`src/rtl/dma_arb_pkg.sv`:
```
// Shared types for the DMA channel arbiter: channel index type and FSM state encoding.
package dma_arb_pkg;

  localparam int NUM_CH_DEF = 4;

  typedef logic [$clog2(NUM_CH_DEF)-1:0] ch_idx_t;

  typedef enum logic [1:0] {
    IDLE    = 2'd0,
    REQ     = 2'd1,
    GRANT   = 2'd2,
    RELEASE = 2'd3
  } arb_state_t;

endpackage

```
`src/rtl/dma_rot_prio_enc.sv`:
```
// Combinational priority encoder; the search starts at `start` when rot_en is set and at 0 otherwise,
// wrapping modulo NUM_CH.
module dma_rot_prio_enc #(
  parameter  int NUM_CH = 4,
  localparam int IW     = $clog2(NUM_CH)
) (
  input  logic [NUM_CH-1:0] pend,
  input  logic [IW-1:0]     start,
  input  logic              rot_en,
  output logic              any,
  output logic [IW-1:0]     winner
);

  logic [IW:0] base;
  logic [IW:0] idx;

  // Walk from the farthest offset down to the nearest so the closest pending channel is written last.
  always_comb begin
    base   = rot_en ? {1'b0, start} : '0;
    idx    = '0;
    any    = |pend;
    winner = '0;
    for (int i = NUM_CH - 1; i >= 0; i--) begin
      idx = base + (IW+1)'(i);
      if (idx >= (IW+1)'(NUM_CH)) idx = idx - (IW+1)'(NUM_CH);
      if (pend[idx[IW-1:0]]) winner = idx[IW-1:0];
    end
  end

endmodule

```
`src/rtl/dma_priority_arbiter.sv`:
```
// Channel request arbiter and HRQ/HLDA hold sequencer for the 4-channel DMA controller.
// Optional: define DMA_ARB_SWREQ_EN to merge the software request register into the pending vector.
module dma_priority_arbiter
  import dma_arb_pkg::*;
#(
  parameter  int NUM_CH = NUM_CH_DEF,
  localparam int IW     = $clog2(NUM_CH)
) (
  input  logic              Clock,
  input  logic              Reset,
  input  logic [NUM_CH-1:0] Dreq,
  input  logic              DreqSense,
  input  logic              DackSense,
  input  logic              RotatePri,
  input  logic              CtrlDisable,
  input  logic [NUM_CH-1:0] Mask,
  input  logic [NUM_CH-1:0] SwReq,
  input  logic              Hlda,
  input  logic              XferDone,
  output logic              Hrq,
  output logic [NUM_CH-1:0] Dack,
  output logic              GrantValid,
  output logic [IW-1:0]     GrantCh
);

  // state   | meaning
  // IDLE    | no hold requested, waiting for an eligible request
  // REQ     | HRQ asserted, waiting for HLDA
  // GRANT   | channel granted, DACK active until XferDone or HLDA loss
  // RELEASE | one cycle of HRQ low after a completed service

  arb_state_t        state_q, state_d;
  logic              hrq_q, hrq_d;
  logic              gv_q, gv_d;
  logic [IW-1:0]     ch_q, ch_d;
  logic [IW-1:0]     ptr_q, ptr_d;
  logic [NUM_CH-1:0] dack_q, dack_d;

  logic [NUM_CH-1:0] pend;
  logic              any;
  logic [IW-1:0]     winner;
  logic [IW-1:0]     ptr_next;
  logic [NUM_CH-1:0] grant_oh;

`ifdef DMA_ARB_SWREQ_EN
  assign pend = ((Dreq ^ {NUM_CH{DreqSense}}) & ~Mask) | SwReq;
`else
  logic unused_swreq;
  assign unused_swreq = ^SwReq;
  assign pend = (Dreq ^ {NUM_CH{DreqSense}}) & ~Mask;
`endif

  dma_rot_prio_enc #(.NUM_CH(NUM_CH)) u_enc (
    .pend   (pend),
    .start  (ptr_q),
    .rot_en (RotatePri),
    .any    (any),
    .winner (winner)
  );

  assign ptr_next = (ch_q == IW'(NUM_CH - 1)) ? '0 : ch_q + IW'(1);

  always_comb begin
    state_d = state_q;
    hrq_d   = hrq_q;
    gv_d    = gv_q;
    ch_d    = ch_q;
    ptr_d   = ptr_q;

    // Pointer advance is independent of CtrlDisable so a finished service still rotates.
    if (state_q == GRANT && XferDone && RotatePri) ptr_d = ptr_next;

    if (CtrlDisable) begin
      state_d = IDLE;
      hrq_d   = 1'b0;
      gv_d    = 1'b0;
    end else begin
      case (state_q)
        IDLE: begin
          if (any) begin
            state_d = REQ;
            hrq_d   = 1'b1;
          end
        end
        REQ: begin
          if (!any) begin
            state_d = IDLE;
            hrq_d   = 1'b0;
          end else if (Hlda) begin
            state_d = GRANT;
            gv_d    = 1'b1;
            ch_d    = winner;
          end
        end
        GRANT: begin
          if (XferDone) begin
            state_d = RELEASE;
            hrq_d   = 1'b0;
            gv_d    = 1'b0;
          end else if (!Hlda) begin
            state_d = IDLE;
            hrq_d   = 1'b0;
            gv_d    = 1'b0;
          end
        end
        RELEASE: begin
          state_d = IDLE;
          hrq_d   = 1'b0;
        end
        default: begin
          state_d = IDLE;
          hrq_d   = 1'b0;
          gv_d    = 1'b0;
        end
      endcase
    end

    grant_oh = gv_d ? (NUM_CH'(1) << ch_d) : '0;
    dack_d   = grant_oh ^ {NUM_CH{~DackSense}};
  end

  always_ff @(posedge Clock) begin
    if (Reset) begin
      state_q <= IDLE;
      hrq_q   <= 1'b0;
      gv_q    <= 1'b0;
      ch_q    <= '0;
      ptr_q   <= '0;
      dack_q  <= {NUM_CH{~DackSense}};
    end else begin
      state_q <= state_d;
      hrq_q   <= hrq_d;
      gv_q    <= gv_d;
      ch_q    <= ch_d;
      ptr_q   <= ptr_d;
      dack_q  <= dack_d;
    end
  end

  assign Hrq        = hrq_q;
  assign GrantValid = gv_q;
  assign GrantCh    = ch_q;
  assign Dack       = dack_q;

endmodule

```
`config.mk`:
```
export PLATFORM = sky130hd
export DESIGN_NAME = dma_priority_arbiter
export DESIGN_NICKNAME = d
export VERILOG_FILES = /design/src/rtl/dma_arb_pkg.sv /design/src/rtl/dma_rot_prio_enc.sv /design/src/rtl/dma_priority_arbiter.sv
export SDC_FILE = /design/constraint.sdc
export NUM_CORES = 1
export LEC_CHECK = 0
export BUFFER_PORTS_ARGS = -buffer_cell sky130_fd_sc_hd__buf_2
export CORE_MARGIN = 3
export CORE_UTILIZATION = 46
export DETAILED_ROUTE_END_ITERATION = 16
export PLACE_DENSITY = 0.72
export SYNTH_ARGS = -nofsm -noshare
export SYNTH_HDL_FRONTEND = slang
export SYNTH_SLANG_ARGS = --single-unit
```
`constraint.sdc`:
```
create_clock -name Clock -period 2.8 [get_ports Clock]
set_input_delay 0.84 -clock Clock [delete_from_list [all_inputs] [get_ports Clock]]
set_output_delay 0.84 -clock Clock [all_outputs]
set_load 0.005 [all_outputs]
```
==> qor.yml <==
route:
  viasPerCell: 5.927
  final_antenna_net_count: 0
  drt_first_pass_iters: 4
  drtIter0Drc: 44
  via_count: 1144
  wl_mm: 2.776
  drc: 0
  routedWlPerCell_um: 14.38
placement:
  gp_congestion: 0.9480
  port_buffers: 23
  hpwlAfterDp_mm: 2.181
  dp.cells: 189
critical_path:
  slowest_delay_ps: 520
  cp_cell_sequence: "buf_2 -> or2_1 -> mux4_2 -> o21ai_0 -> a22oi_1 -> a221oi_2 -> buf_4 -> nor4_2 -> xnor2_1"
  worstSetupEndpointType: "flop"
  r2r_start: "ptr_q[0]"
  worstPathArrival_ps: 2760
  worstSetupStartpointType: "input pin"
  criticalPathCategory: "in -> reg"
  crit_fanout: 5
  r2r_slack_ps: 460
  worst_r2r_endpoint: "Dack[1]"
  reg2reg_depth: 7
  crit_path_top_delay_cell: "mux4_2"
  cp.required_ps: 2960
synthesis:
  syn-num-nets: 156
  synth_area_mm2: 0.001087
  yosysTopAreaCell: "dfxtp_1"
  synthFlopType: "dfxtp_1"
  synth_top_area_share_pct: 22.09
  ys_seq_area_share_pct: 22.09
  synthCells: 132
  yosysWarnings: 0
  synth.distinct_cells: 48
  synth_seq_cells: 12
  synth-edff-count: 0
  synthArstFlopShare_pct: 0
  yosysMostFrequentCell: "dfxtp_1"
  avgSynthCellArea_um2: 8.237
  synthTopCellsByCount: "dfxtp_1 (12), nor2_1 (11), a21oi_1 (10), inv_1 (10), nand2_1 (7)"
  synthTopCellsByArea: "dfxtp_1 (22%), a21oi_1 (4.6%), ha_1 (4.6%)"
layout:
  final_cells: 193
  antenna_cells: 0
  drive_gt1_share_pct: 31.93
  final_core_util_pct: 63.15
  syn_to_final_growth_pct: 22.09
  nets: 191
cts:
  cts.sinks: 12
  insertion_delay_ps: 270
  cts_buffers: 3
  cts-hold-fix-buffers: 0
  htreeDepth: 1
  clk_pin_slew_worst_paths_ps: 80
  cts_root_buf: "clkbuf_4"
  cts_resized: 0
  clk_path_buf_depth: 2
  postCtsSetupBuffers: 0
  cts_tree: "done"
timing:
  worstMarginPinSlew_ps: 408.2
  fmax_mhz: 385.2
  holdWs_ps: 566.1
  period_minus_slack_ps: 2596
  skew_ps: 5.881
  fin_crit_sh_pct: 92.71
  max-slew-margin-rel_pct: 72.55
  rsz0062_at_grt: "no"
  finalSetupViolations: 0
  hold_viol_final: 0
  slew_viol_final: 0
power_and_ir_drop:
  finalPower_mw: 0.4568
  peakVddDrop_mv: 0.3993
  power_density_mw_per_mm2: 344.1
  leakagePower_nw: 0.5338
flow_run:
  drv_cap: 0
floorplanning:
  dieArea_mm2: 0.002983
  io_pins: 28
  die_w_um: 54.62
  core_mm2: 0.002102
  fp-row-count: 16
  die_height_um: 54.62
  start_util_pct: 51.73
global_route:
  grt_overflow: 0
  track_usage_pct: 21.53
  antenna_found_initial: 0
  grt_pass1_vias: 1043
  grt_max_degree: 15
  grt_pass1_wl_mm: 4.685
worst_hold_path:
  hold_end: "state_q[1]"
  min_path_type: "reg -> reg"
  whs_path_depth: 2
  hp-start: "state_q[1]"
outcome:
  status: "finished, final reports clean"
## cells in the final DEF (no fill, tap or decap), types with 4 or more instances in the layout
cell type | Yosys | routed
a21oi_1 | 10 | 10
buf_2 | 1 | 23
buf_4 | 1 | 13
dfxtp_1 | 12 | 12
ha_1 | 4 | 4
inv_1 | 10 | 10
nand2_1 | 7 | 7
nand2b_1 | 4 | 4
nor2_1 | 11 | 11
nor2b_1 | 5 | 5
nor3_1 | 6 | 6
o21ai_0 | 5 | 5
xnor2_1 | 5 | 5
## cell families (layout without fill, tap and decap cells)
| logic type | after synthesis | in the layout | synth area share (%) |
|---|---|---|---|
| fa+ha+maj | 4 | 4 | 4.603 |
| mux | 5 | 5 | 7.019 |
| flops | 12 | 12 | 22.09 |
| buf+inv | 16 | 50 | 7.364 |
| compound gates | 43 | 43 | 31.19 |
| xor+xnor | 7 | 7 | 5.639 |
| simple gates | 45 | 45 | 22.10 |
## cell type report
cell class	instances	area [um2]
inverter	10	37.54
clock buffer	4	36.28
multi-input combinational	104	767.0
tap	27	33.78
timing repair buffer	36	212.7
fill	197	774.5
sequential	12	240.2
## worst max-delay path by stage
| stage | endpoint | from | depth (start not counted) |
|---|---|---|---|
| 6_report | Dack[1] | Dreq[2] | 9 |
| 2_1_floorplan | Dack[2] | RotatePri | 8 |
| 5_1_grt | Dack[1] | Dreq[2] | 9 |
| 3_5_place_dp | Dack[1] | Dreq[2] | 9 |
| 3_3_place_gp | Dack[2] | Dreq[2] | 8 |
| 4_1_cts | Dack[0] | Dreq[2] | 9 |
## registers in the layout, summed over array words and instances, names as in the netlist
| name | flops |
|---|---|
| Dack | 4 |
| GrantCh | 2 |
| ptr_q | 2 |
| state_q | 2 |
| GrantValid | 1 |
| Hrq | 1 |
## through the flow
stage | area [um2] | TNS (ps) | setup slack, ps
2_1_floorplan | 1087 | 0 | 92.37
3_3_place_gp | 1291 | -73.02 | -27.65
3_5_place_dp | 1291 | -325.1 | -89.94
4_1_cts | 1328 | 0 | 202.0
5_1_grt | 1328 | 0 | 63.99
6_report | 1328 | 0 | 204.2
## power by group
group	switching (mW)	internal [mW]
logic	0.0746	0.0641
registers	0.00312	0.177
clock network	0.0590	0.0790
## routing by layer
metal / track usage [%] / vias to the layer above / part of all wire, %
met3: 6.267 / 2 / 8.5
met2: 33.46 / 43 / 46
met4: 2.490 / 0 / 0.50
met1: 30.03 / 534 / 45
li1: - / 565 / -
met5: 0 / - / 0
## worst max-delay path: cells and delay by family
kind            cells  cell delay, ps
compound gates      3             680
mux                 1             520
buf+inv             2             300
simple gates        2             280
xor+xnor            1             130
No activity file was read; power rests on OpenSTA's default activity.
